--- src/rtl/gaussian_pkg.sv ---
// Shared definitions for the Gaussian sampler arithmetic: mode encoding,
// signed range limits and parameter legality rules.
package gaussian_pkg;

  typedef enum logic {
    MODE_MUL = 1'b0,
    MODE_MAC = 1'b1
  } mode_e;

  // Most negative (neg=1) or most positive (neg=0) value of a w-bit signed word.
  function automatic logic signed [63:0] sat_limit(input int unsigned w, input logic neg);
    logic signed [63:0] half;
    half = 64'sd1 <<< (w - 1);
    return neg ? -half : half - 64'sd1;
  endfunction

  function automatic logic params_ok(input int unsigned lat, input int unsigned shift,
                                     input int unsigned acc_w, input int unsigned out_w);
    return (lat >= 3) && (shift < acc_w) && (out_w <= acc_w);
  endfunction

endpackage

--- src/rtl/gaussian_round_sat.sv ---
// Combinational round-half-up arithmetic right shift followed by signed
// saturation to OUT_W bits.
module gaussian_round_sat
  import gaussian_pkg::*;
#(
  parameter int unsigned IN_W  = 42,
  parameter int unsigned SHIFT = 0,
  parameter int unsigned OUT_W = 34
) (
  input  logic [IN_W-1:0]  v,
  output logic [OUT_W-1:0] r,
  output logic             sat
);

  localparam int unsigned EW = IN_W + 1;

  // One extra bit so adding the rounding constant cannot wrap.
  logic signed [EW-1:0] ve;
  logic signed [EW-1:0] rs;
  logic signed [63:0]   lim;
  logic                 ovf;

  assign ve = {v[IN_W-1], v};

  if (SHIFT > 0) begin : g_round
    localparam logic signed [EW-1:0] HALF = EW'(1) << (SHIFT - 1);
    assign rs = (ve + HALF) >>> SHIFT;
  end else begin : g_pass
    assign rs = ve;
  end

  always_comb begin
    lim = sat_limit(OUT_W, rs[EW-1]);
    ovf = !((&rs[EW-1:OUT_W-1]) || !(|rs[EW-1:OUT_W-1]));
    r   = ovf ? lim[OUT_W-1:0] : rs[OUT_W-1:0];
    sat = ovf;
  end

endmodule

--- src/rtl/gaussian_smac_pipe.sv ---
// Signed multiply / multiply-accumulate pipeline with valid/ready handshake,
// configurable latency, and rounded, saturated output.
module gaussian_smac_pipe
  import gaussian_pkg::*;
#(
  parameter int unsigned A_W   = 16,
  parameter int unsigned B_W   = 18,
  parameter int unsigned LAT   = 3,
  parameter int unsigned GUARD = 8,
  parameter int unsigned SHIFT = 0,
  parameter int unsigned OUT_W = 34
) (
  input  logic             clk,
  input  logic             rst,
  input  logic             in_valid,
  output logic             in_ready,
  input  logic [A_W-1:0]   in_a,
  input  logic [B_W-1:0]   in_b,
  input  logic             in_mac,
  input  logic             in_clr,
  output logic             out_valid,
  input  logic             out_ready,
  output logic [OUT_W-1:0] out_data,
  output logic             out_sat
);

  localparam int unsigned P_W   = A_W + B_W;
  localparam int unsigned ACC_W = A_W + B_W + GUARD;

  if (!params_ok(LAT, SHIFT, ACC_W, OUT_W)) begin : g_bad_params
    $error("gaussian_smac_pipe: illegal LAT/SHIFT/OUT_W combination");
  end

  typedef struct packed {
    logic                  v;
    mode_e                 mode;
    logic                  clr;
    logic signed [P_W-1:0] p;
  } stg_t;

  logic adv;
  assign adv      = !out_valid || out_ready;
  assign in_ready = adv;

  logic                  s1_v;
  logic signed [A_W-1:0] s1_a;
  logic signed [B_W-1:0] s1_b;
  mode_e                 s1_mode;
  logic                  s1_clr;

  always_ff @(posedge clk or posedge rst) begin
    if (rst) begin
      s1_v    <= 1'b0;
      s1_a    <= '0;
      s1_b    <= '0;
      s1_mode <= MODE_MUL;
      s1_clr  <= 1'b0;
    end else if (adv) begin
      s1_v    <= in_valid;
      s1_a    <= in_a;
      s1_b    <= in_b;
      s1_mode <= mode_e'(in_mac);
      s1_clr  <= in_clr;
    end
  end

  stg_t stg [2:LAT-1];

  always_ff @(posedge clk or posedge rst) begin
    if (rst) begin
      stg[2] <= '0;
    end else if (adv) begin
      stg[2].v    <= s1_v;
      stg[2].mode <= s1_mode;
      stg[2].clr  <= s1_clr;
      stg[2].p    <= P_W'(s1_a) * P_W'(s1_b);
    end
  end

  for (genvar i = 3; i < LAT; i++) begin : g_dly
    always_ff @(posedge clk or posedge rst) begin
      if (rst)      stg[i] <= '0;
      else if (adv) stg[i] <= stg[i-1];
    end
  end

  stg_t                    last;
  logic signed [P_W-1:0]   last_p;
  logic signed [ACC_W-1:0] pe;
  logic signed [ACC_W-1:0] acc;
  logic signed [ACC_W-1:0] acc_nxt;
  logic signed [ACC_W-1:0] sel;
  logic [OUT_W-1:0]        rs_data;
  logic                    rs_sat;

  assign last   = stg[LAT-1];
  assign last_p = last.p;
  assign pe     = ACC_W'(last_p);

  // acc_nxt equals acc unless a valid MAC beat is entering the output stage.
  always_comb begin
    acc_nxt = acc;
    if (last.v && last.mode == MODE_MAC) begin
      acc_nxt = last.clr ? pe : acc + pe;
    end
    sel = (last.mode == MODE_MAC) ? acc_nxt : pe;
  end

  gaussian_round_sat #(
    .IN_W (ACC_W),
    .SHIFT(SHIFT),
    .OUT_W(OUT_W)
  ) u_round_sat (
    .v  (sel),
    .r  (rs_data),
    .sat(rs_sat)
  );

  always_ff @(posedge clk or posedge rst) begin
    if (rst) begin
      acc       <= '0;
      out_valid <= 1'b0;
      out_data  <= '0;
      out_sat   <= 1'b0;
    end else if (adv) begin
      acc       <= acc_nxt;
      out_valid <= last.v;
      out_data  <= rs_data;
      out_sat   <= rs_sat;
    end
  end

endmodule

--- config.mk ---
export PLATFORM = sky130hd
export DESIGN_NAME = gaussian_smac_pipe
export DESIGN_NICKNAME = d
export VERILOG_FILES = /design/src/rtl/gaussian_pkg.sv /design/src/rtl/gaussian_round_sat.sv /design/src/rtl/gaussian_smac_pipe.sv
export SDC_FILE = /design/constraint.sdc
export NUM_CORES = 1
export LEC_CHECK = 0
export CORE_MARGIN = 1
export CORE_UTILIZATION = 65
export DETAILED_ROUTE_END_ITERATION = 12
export GPL_TIMING_DRIVEN = 0
export PLACE_DENSITY = 0.84
export SLEW_MARGIN = 20
export SYNTH_ARGS = -nofsm -noshare
export SYNTH_HDL_FRONTEND = slang
export SYNTH_HIERARCHICAL = 1
export SYNTH_SLANG_ARGS = --single-unit
--- constraint.sdc ---
create_clock -name clk -period 19.1 [get_ports clk]
set_input_delay 1.91 -clock clk [delete_from_list [all_inputs] [get_ports clk]]
set_output_delay 1.91 -clock clk [all_outputs]
set_load 0.05 [all_outputs]
==> metrics, run 1 <==
die area 0.0326 mm²; Placer Congestion 0.969; crit-path cells clkbuf_1 > nand2_1 > inv_1 > fa_1 > fa_1 > inv_1 > fa_1 > fa_1 > inv_1 > fa_1 > inv_1 > fa_1 > inv_1 > ha_1 > inv_1 > o21ai_0 > a21o_1 > a21oi_1 > nand3_1 > o21ai_0 > a21oi_1 > or3_1 > nand3_1; Startpoint Class flop; WL/cell 21.0 µm; commonest non-fill, non-tap cell in the layout nand2_1; detailed-route vias per instance 6.15; post-synthesis compound-gate area fraction 14.4%; worst slew pin tran 1.03 ns; xor/xnor share of the synthesized area 2.16%; critical path class reg2reg; Max FO, Critical Path 10; Worst path max stage delay 0.84 ns; hpwl dp 49800 µm; fin crit period 7.75 ns; synthesized flop and latch total 152; vias in the first global route 18827; Place WS 11.61 ns; Final Setup Violations 0; DR iter-0 viols 1737; reg2reg setup slack 11.35 ns; Syn. warnings 6; Die H 180 µm; clock transition at the registers of the reported paths 0.08 ns; Post CTS Setup Buffer Count 0; Layout area overhead 9.17%; Max Fclk 129 MHz; largest family of logic cells by synthesized area adder cells; Finished Cell Area 0.0226 mm²; CP Capture Type flop; largest net degree at the start of global routing 105; simple-gate share of the synthesized area 19.4%; number of flops mapped to enable cells by yosys 0; Die X 180 µm; fin nets 3015; clk_skew 0.0126 ns; TritonCTS clock tree built; commonest cells after routing, fill and taps aside nand2_1, inv_1, fa_1; maximum clock path buffer count 2; Util after Layout 72.9%; CTS-repair resized insts 0; H-Tree Depth 4; final worst slack 11.35 ns; Final Max Tran Viols 0; Hold Crit Start out_data[6]; endpoints failing hold 0; cells after synthesis 2461; R2R depth 23; global-route wire length before repair 99900 µm; syn_nets 2919; critical path required time 19.49 ns; hold buffer count at CTS 0; DR pass1 iterations 6; cts bufs inserted 17; routed vias 18228; share of layout cells above drive strength 1 2.96%; setup_tns 0 ns; total grt overflow 0; period utilization 40.6%; placed instance area 0.0220 mm²; Post-Syn Area 0.0207 mm²; total wire length 62300 µm; Remaining DRCs 0; sequential fraction of the synthesis area 18.4%; Syn Area/Cell 8.41 µm²; crit path DAT 8.14 ns; Max Cap Violations 0; clock sinks 152; worst r2r src s1_b[17]; reg-to-reg endpoint last_p[32]; Hold EP out_data[6]; Max-slew headroom 31.4%; # rows 64; status complete, no violations; Port-buffer cells 76; Most used DFF post-synth dfrtp_1; io pins 77; worst skew pair latency 0.46 ns; CP max stage cell fa_1; fraction of registers with async set/reset 100%; GRT Overall Usage 39.9%; hold depth 2; clock tree root driver cell clkbuf_16; Tightest Hold Check Type reg2reg; mux contribution to synthesized area 0.906%; Core Area 0.0310 mm²; ANT cells 0; RSZ-0062 raised after global routing no; post-synth cell types 75; Post-DRT Antenna Nets 0; Initial Utilization 66.8%; initial antenna violation count 1; post-synthesis adder-cell area fraction 35.8%
==> metal layers <==
metal | global-route usage (%) | vias up | routed length (µm)
li1 | - | 8115 | -
met1 | 50.3 | 8906 | 24100
met2 | 66.9 | 983 | 29600
met3 | 6.47 | 224 | 5280
met4 | 19.9 | 0 | 3320
met5 | 0 | - | 0
==> area by class of cell <==
cell class,count,area (µm²)
clock inverter,15,183
multi-input combinational,1816,15000
inverter,367,1390
fill,2333,8390
timing repair buffer,77,788
buffer,126,489
sequential,152,3800
tap,396,495
clock buffer,17,425
==> registers in the layout, summed over array words and instances (netlist names) <==
| register | flops |
|---|---|
| acc | 42 |
| last | 3 |
| last_p | 34 |
| out_data | 34 |
| out_sat | 1 |
| out_valid | 1 |
| s1_a | 16 |
| s1_b | 18 |
| s1_clr | 1 |
| s1_mode | 1 |
| s1_v | 1 |
==> Yosys cell counts (33+ instances only) <==
master	instances	area [µm²]
and2_1	144	901
nor2_1	106	398
a21oi_1	107	536
dfrtp_1	152	3800
a2bb2oi_1	33	289
inv_1	365	1370
clkbuf_1	104	390
ha_1	127	1590
nand2_1	478	1790
xnor2_1	36	315
nand3_1	57	285
o21ai_0	115	576
fa_1	291	5830
==> kinds of logic after synthesis <==
logic type / count (synthesis)
AOI/OAI and AO/OA: 447
xor gates and xnor gates: 51
adders and majority gates: 418
buffers and inverters: 493
DFF: 152
muxes: 17
and+or+nand+nor: 883
==> critical path, delay by kind of cell, from the launching register on <==
| kind | cells | cell delay (ns) |
|---|---|---|
| adders and majority gates | 7 | 3.73 |
| buffers and inverters | 7 | 1.19 |
| DFF | 1 | 0.57 |
| AOI/OAI and AO/OA | 5 | 1.38 |
| and+or+nand+nor | 4 | 0.78 |
==> stage by stage <==
step | std cells | hold WS, ns
6_report | 2966 | 0.463
5_1_grt | 2966 | 0.487
4_1_cts | 2966 | 0.470
3_5_place_dp | 2934 | 0.455
3_3_place_gp | 2933 | 0.451
2_1_floorplan | 2461 | 0.439
==> how the worst max path moves through the flow <==
| stage | start | endpoint | slack (ns) | cells after the start |
|---|---|---|---|---|
| final | s1_b[17] | last_p[32] | 11.35 | 23 |
| after global routing | s1_b[17] | last_p[32] | 11.08 | 23 |
| after CTS | s1_b[17] | last_p[32] | 11.57 | 23 |
| after detailed placement | s1_b[17] | last_p[32] | 11.61 | 23 |
| after global placement | rst | last_p[3] | 10.90 | 2 |
| after floorplan | s1_a[7] | last_p[33] | 12.83 | 24 |
Power of run 1 is not shown: default switching activity piles up to over one toggle a cycle in this logic, so the estimate is an artifact.
==> inputs of run 2 (changes only) <==
--- a/config.mk
+++ b/config.mk
@@ -6,10 +6,10 @@
 export NUM_CORES = 1
 export LEC_CHECK = 0
 export CORE_MARGIN = 1
-export CORE_UTILIZATION = 65
+export CORE_UTILIZATION = 58
 export DETAILED_ROUTE_END_ITERATION = 12
 export GPL_TIMING_DRIVEN = 0
-export PLACE_DENSITY = 0.84
+export PLACE_DENSITY = 0.79
 export SLEW_MARGIN = 20
 export SYNTH_ARGS = -nofsm -noshare
 export SYNTH_HDL_FRONTEND = slang
==> constraint.sdc (replaced) <==
create_clock -name clk -period 6.57 [get_ports clk]
set_input_delay 0.657 -clock clk [delete_from_list [all_inputs] [get_ports clk]]
set_output_delay 0.657 -clock clk [all_outputs]
set_load 0.05 [all_outputs]
==> run 2 against run 1 <==
Maximum frequency rose by 19%. Count of clock-buffer cells in the layout is 1 higher. First-iteration DRC count shrank 0.92%. Global-route usage fell by 2.9 points. Critical path type unchanged. Via count grew 1.1%. Die area rose by 12%.
==> metrics, run 2 (synthesized netlist as in run 1, its figures left out) <==
detailed-route vias per instance 6.04 (-1.8%); share of layout cells above drive strength 1 7.20% (+4.2 points); Max Cap Violations 0 (unchanged); Tightest Hold Check Type reg2reg; reg2reg setup slack 0.05 ns (-11.29 ns); RSZ-0062 raised after global routing yes; family with the most delay on the worst path adder cells; worst r2r src s1_b[17]; DR iter-0 viols 1721 (-0.92%); total grt overflow 0 (unchanged); initial antenna violation count 1 (unchanged); WP buf/inv 4 (-3); Hold EP out_data[26]; critical path required time 6.95 ns (-12.54 ns); CP Capture Type flop; Max FO, Critical Path 10 (unchanged); Reg with most FFs acc; clock transition at the registers of the reported paths 0.07 ns (about the same); final worst slack 0.0516 ns (-11.29 ns); Largest register FFs 42 (unchanged); Layout area overhead 12.0%; Port-buffer cells 76 (unchanged); hold buffer count at CTS 0 (unchanged); cts bufs inserted 17 (unchanged); routed vias 18434 (+1.1%); io pins 77 (unchanged); Place WS -0.974 ns (-12.59 ns); Die H 191 µm (+5.8%); total wire length 64900 µm (+4.2%); period utilization 99.2% (+59 points); status complete, no violations; Max Fclk 153 MHz (+19%); hold depth 2 (unchanged); crit-path cells clkbuf_8 > nand2_1 > inv_1 > fa_2 > fa_1 > fa_1 > fa_1 > fa_1 > inv_1 > fa_1 > inv_1 > ha_1 > o21a_1 > o21a_1 > nor3_1 > a311o_1 > nand2b_1 > a21oi_2 > and4b_1 > or4_1 > nand3_1; largest net degree at the start of global routing 81 (-23%); vias in the first global route 18645 (-0.97%); crit path DAT 6.90 ns (-1.24 ns); clock tree root driver cell clkbuf_16; fin nets 3041 (+0.86%); TritonCTS clock tree built; worst skew pair latency 0.46 ns (about the same); Final Setup Violations 0 (unchanged); global-route wire length before repair 102000 µm (+1.7%); Initial Utilization 59.5% (-7.3 points); GRT Overall Usage 37.0% (-2.9 points); Startpoint Class flop; reg-to-reg endpoint last_p[33]; Max-slew headroom 33.8% (+2.4 points); commonest cells after routing, fill and taps aside nand2_1, inv_1, fa_1; Most common cell on crit path fa_1; Placer Congestion 0.993 (+2.4%); critical path class reg2reg; M1 wire length 25100 µm (+4.3%); Remaining DRCs 0 (unchanged); WL met3 7130 µm (+35%); worst slew pin tran 0.968 ns (-0.0614 ns); H-Tree Depth 4 (unchanged); fin crit period 6.52 ns (-1.24 ns); Die X 191 µm (+5.8%); CP max stage cell fa_2; Util after Layout 66.6% (-6.3 points); Post-DRT Antenna Nets 0 (unchanged); die area 0.0365 mm² (+12%); # rows 68 (+6.3%); Core Area 0.0348 mm² (+12%); Worst path max stage delay 0.68 ns (-0.16 ns); endpoints failing hold 0 (unchanged); maximum clock path buffer count 2 (unchanged); clock sinks 152 (unchanged); clk_skew 0.0167 ns (+0.00406 ns); metal2 WL 29900 µm (+0.99%); DR pass1 iterations 6 (unchanged); max layer used met4; hpwl dp 50900 µm (+2.4%); WL/cell 21.3 µm (+1.3%); Hold Crit Start out_data[26]; Final Max Tran Viols 0 (unchanged); commonest non-fill, non-tap cell in the layout nand2_1; R2R depth 21 (-8.7%)
-- run 2: cell types whose count changed in the layout (fill, tap and decap cells not counted), sizes merged --
cell,change
buf,+48
bufinv,+1
clkbuf,-21
clkinv,+2
clkinvlp,+1
diode,+2
inv,-5
-- run 2: worst max path at each step --
stage	start	end	slack (ns)	depth (start not counted)
final	s1_b[17]	last_p[33]	0.05	21
after global routing	s1_b[17]	last_p[33]	-0.13	21
after CTS	s1_a[7]	last_p[33]	0.001	23
after detailed placement	s1_b[17]	last_p[32]	-0.97	23
after global placement	s1_b[17]	last_p[33]	-0.84	19
after floorplan	s1_a[7]	last_p[33]	0.30	24
-- run 2: through the flow --
step,instances,TNS [ns],area (µm²),hold WS (ns)
after floorplan,2461,0,20700,0.439
after global placement,2992,-86.29,22000,0.450
after detailed placement,2994,-7.73,22100,0.455
after CTS,3024,0,22900,0.470
after global routing,3051,-0.161,23200,0.490
final,3053,0,23200,0.463
-- run 2: final cells by class --
class                           instances  area (µm²)
Multi-Input combinational cell       1816       15100
Fill cell                            2921       11600
Sequential cell                       152        3840
Inverter                              367        1390
Timing Repair Buffer                  114        1080
Buffer                                115         581
Tap cell                              455         569
Clock buffer                           18         439
Clock inverter                         14         193
Antenna cell                            2        5.00
-- run 2: layer usage --
layer / global-route usage (%) / up-vias
li1: - / 8158
met1: 47.7 / 9083
met2: 58.6 / 1001
met3: 9.66 / 192
met4: 16.0 / 0
met5: 0 / -
-- run 2: timing repair --
item | CTS | global route
buffers inserted | 9 | 27
resized for setup | 81 | 40
pin swaps | 2 | 2
setup endpoints to repair | 17 | 11
-- run 2: worst min-delay path: cells and delay by family, from the launching register on --
family	cells	cell delay (ns)
flip-flops	1	0.34
AND/OR/NAND/NOR	2	0.10
Power of run 2 is left out for the same reason.
==> inputs of run 3 (changes only) <==
--- a/config.mk
+++ b/config.mk
@@ -6,12 +6,15 @@
 export NUM_CORES = 1
 export LEC_CHECK = 0
 export CORE_MARGIN = 1
-export CORE_UTILIZATION = 58
+export CORE_UTILIZATION = 59
+export CTS_BUF_LIST = sky130_fd_sc_hd__clkbuf_4 sky130_fd_sc_hd__clkbuf_8
 export DETAILED_ROUTE_END_ITERATION = 12
 export GPL_TIMING_DRIVEN = 0
-export PLACE_DENSITY = 0.79
+export PLACE_DENSITY = 0.81
+export SKIP_LAST_GASP = 1
 export SLEW_MARGIN = 20
 export SYNTH_ARGS = -nofsm -noshare
 export SYNTH_HDL_FRONTEND = slang
 export SYNTH_HIERARCHICAL = 1
 export SYNTH_SLANG_ARGS = --single-unit
+export TNS_END_PERCENT = 20
==> run 3 against run 2 <==
Non-clock buffer count rose by 11. Via count is essentially flat. Count of clock-buffer cells in the layout unchanged. Maximum frequency up 0.95%. Critical endpoint is now last_p[32].
==> metrics, run 3 (synthesized netlist as in run 1, its figures left out) <==
global-route wire length before repair 98900 µm (-2.7%); Final Max Tran Viols 0 (unchanged); crit-path cells clkbuf_4 > nand2_1 > fa_1 > inv_1 > fa_2 > inv_1 > fa_1 > fa_1 > inv_1 > fa_1 > inv_1 > fa_1 > inv_1 > ha_1 > inv_1 > o21ai_0 > a21o_1 > a21oi_1 > nand3_1 > o21ai_1 > a21oi_1 > or3_1 > nand3_1; commonest non-fill, non-tap cell in the layout nand2_1; WP buf/inv 7 (+3); Post-DRT Antenna Nets 0 (unchanged); Die H 189 µm (-0.84%); Remaining DRCs 0 (unchanged); Util after Layout 66.6% (about the same); critical path depth 23 (+9.5%); hold buffer count at CTS 0 (unchanged); fin nets 3052 (+0.36%); Largest register FFs 42 (unchanged); final worst slack 0.113 ns (+0.0613 ns); GRT Overall Usage 36.1% (-0.83 points); # rows 68 (unchanged); R2R depth 23 (+9.5%); Max Fclk 155 MHz (+0.95%); vias in the first global route 18646 (+0.0054%); WL/cell 20.7 µm (-2.7%); Die X 189 µm (-0.84%); total wire length 63400 µm (-2.4%); DR iter-0 viols 1673 (-2.8%); total grt overflow 0 (unchanged); period utilization 98.3% (-0.93 points); Max Cap Violations 0 (unchanged); routed vias 18426 (-0.043%); die area 0.0358 mm² (-1.7%); fillcell total 2878 (-1.5%); worst slew pin tran 1.01 ns (+0.0381 ns); Port-buffer cells 76 (unchanged); detailed-route vias per instance 6.02 (-0.30%); H-Tree Depth 4 (unchanged); clk_skew 0.0283 ns (+0.0116 ns); Max FO, Critical Path 10 (unchanged); Initial Utilization 59.9% (+0.44 points); endpoints failing hold 0 (unchanged); hpwl dp 50000 µm (-1.9%); ANT cells 0 (-2); initial antenna violation count 2 (+1); fin crit period 6.46 ns (-0.0613 ns); hold depth 2 (unchanged); Startpoint Class flop; Reg with most FFs acc; clock tree root driver cell clkbuf_8; Final Setup Violations 0 (unchanged); Max-slew headroom 32.9% (-0.87 points); placed cell count 2994 (unchanged); Worst path max stage delay 0.58 ns (-0.10 ns); CP Capture Type flop; critical path class reg2reg; commonest cells after routing, fill and taps aside nand2_1, inv_1, fa_1; Tightest Hold Check Type reg2reg; Most common cell on crit path inv_1; TritonCTS clock tree built; clock sinks 152 (unchanged); DR pass1 iterations 6 (unchanged); maximum clock path buffer count 2 (unchanged); CP max stage cell fa_2; largest net degree at the start of global routing 81 (unchanged); Placer Congestion 0.989 (-0.36%); hold_ws 0.474 ns (+0.0114 ns); critical path required time 7.02 ns (+0.07 ns); Core Area 0.0345 mm² (-0.73%); RSZ-0062 raised after global routing yes; status complete, no violations; final instance count without filler cells 3061 (+0.26%); worst skew pair latency 0.53 ns (+0.07 ns); Layout area overhead 11.1%; clock transition at the registers of the reported paths 0.09 ns (+0.02 ns); family with the most delay on the worst path adder cells; crit path DAT 6.91 ns (about the same); Place WS -0.753 ns (+0.220 ns); share of layout cells above drive strength 1 7.75% (+0.55 points); cts bufs inserted 17 (unchanged); io pins 77 (unchanged)
## run 3: cell count changes in the layout (fill, tap and decap cells not counted), moves of 2 or more
cell / change
buf_2: +2
diode_2: -2
ha_2: +2
ha_1: -2
bufinv_16: -2
clkbuf_4: +4
buf_4: +11
clkbuf_8: +13
inv_8: +2
clkbuf_16: -17
## run 3: worst reg2reg max path, stage by stage (launching register included)
cell,delay [ns]
dfrtp_2,0.45
clkbuf_4,0.26
nand2_1,0.14
fa_1,0.54
inv_1,0.08
fa_2,0.58
inv_1,0.11
fa_1,0.44
fa_1,0.54
inv_1,0.06
fa_1,0.54
inv_1,0.05
fa_1,0.47
inv_1,0.04
ha_1,0.36
inv_1,0.15
o21ai_0,0.10
a21o_1,0.18
a21oi_1,0.26
nand3_1,0.13
o21ai_1,0.33
a21oi_1,0.15
or3_1,0.36
nand3_1,0.09
## run 3: path summary, 6_finish.rpt
| path | startpoint | end | slack, ns |
|---|---|---|---|
| max | s1_a[5] | last_p[32] | 0.11 |
| min reg2reg | out_data[28] | out_data[28] | 0.47 |
| max in group asynchronous | rst | s1_a[7] | 5.17 |
| max reg2reg | s1_a[5] | last_p[32] | 0.11 |
| min | out_data[28] | out_data[28] | 0.47 |
| min in group asynchronous | rst | out_valid | 0.55 |
## run 3: cell type report
| type | count | area [µm²] | share of cell area (%) |
|---|---|---|---|
| multi-input combinational | 1816 | 15100 | 65.7 |
| buffer | 114 | 546 | 2.37 |
| clock buffer | 18 | 248 | 1.08 |
| sequential | 152 | 3840 | 16.7 |
| clock inverter | 13 | 138 | 0.598 |
| timing repair buffer | 126 | 1150 | 5.02 |
| tap | 455 | 569 | 2.48 |
| inverter | 367 | 1390 | 6.04 |
## run 3: repair_timing
item                       in CTS  in global routing
pin swaps                       1                  6
resized for setup              46                 97
setup buffers                   2                 46
gates cloned                    0                  0
setup endpoints to repair      16                 13
## run 3: layer usage
layer	share of wire (%)	wire [µm]	vias up	track usage [%]
met3	9.6	6100	208	7.95
met5	0.025	16	-	0
met4	4.6	2910	2	15.2
met1	39	24700	9099	46.7
li1	-	-	8192	-
met2	47	29700	925	58.7
## run 3: metrics by stage
step                setup TNS (ns)  area [µm²]
finish                           0       23000
global route                -0.138       23000
CTS                         -0.316       22500
detailed placement           -6.68       22100
global placement            -67.33       22000
floorplan                        0       20700
Power of run 3 is left out for the same reason.
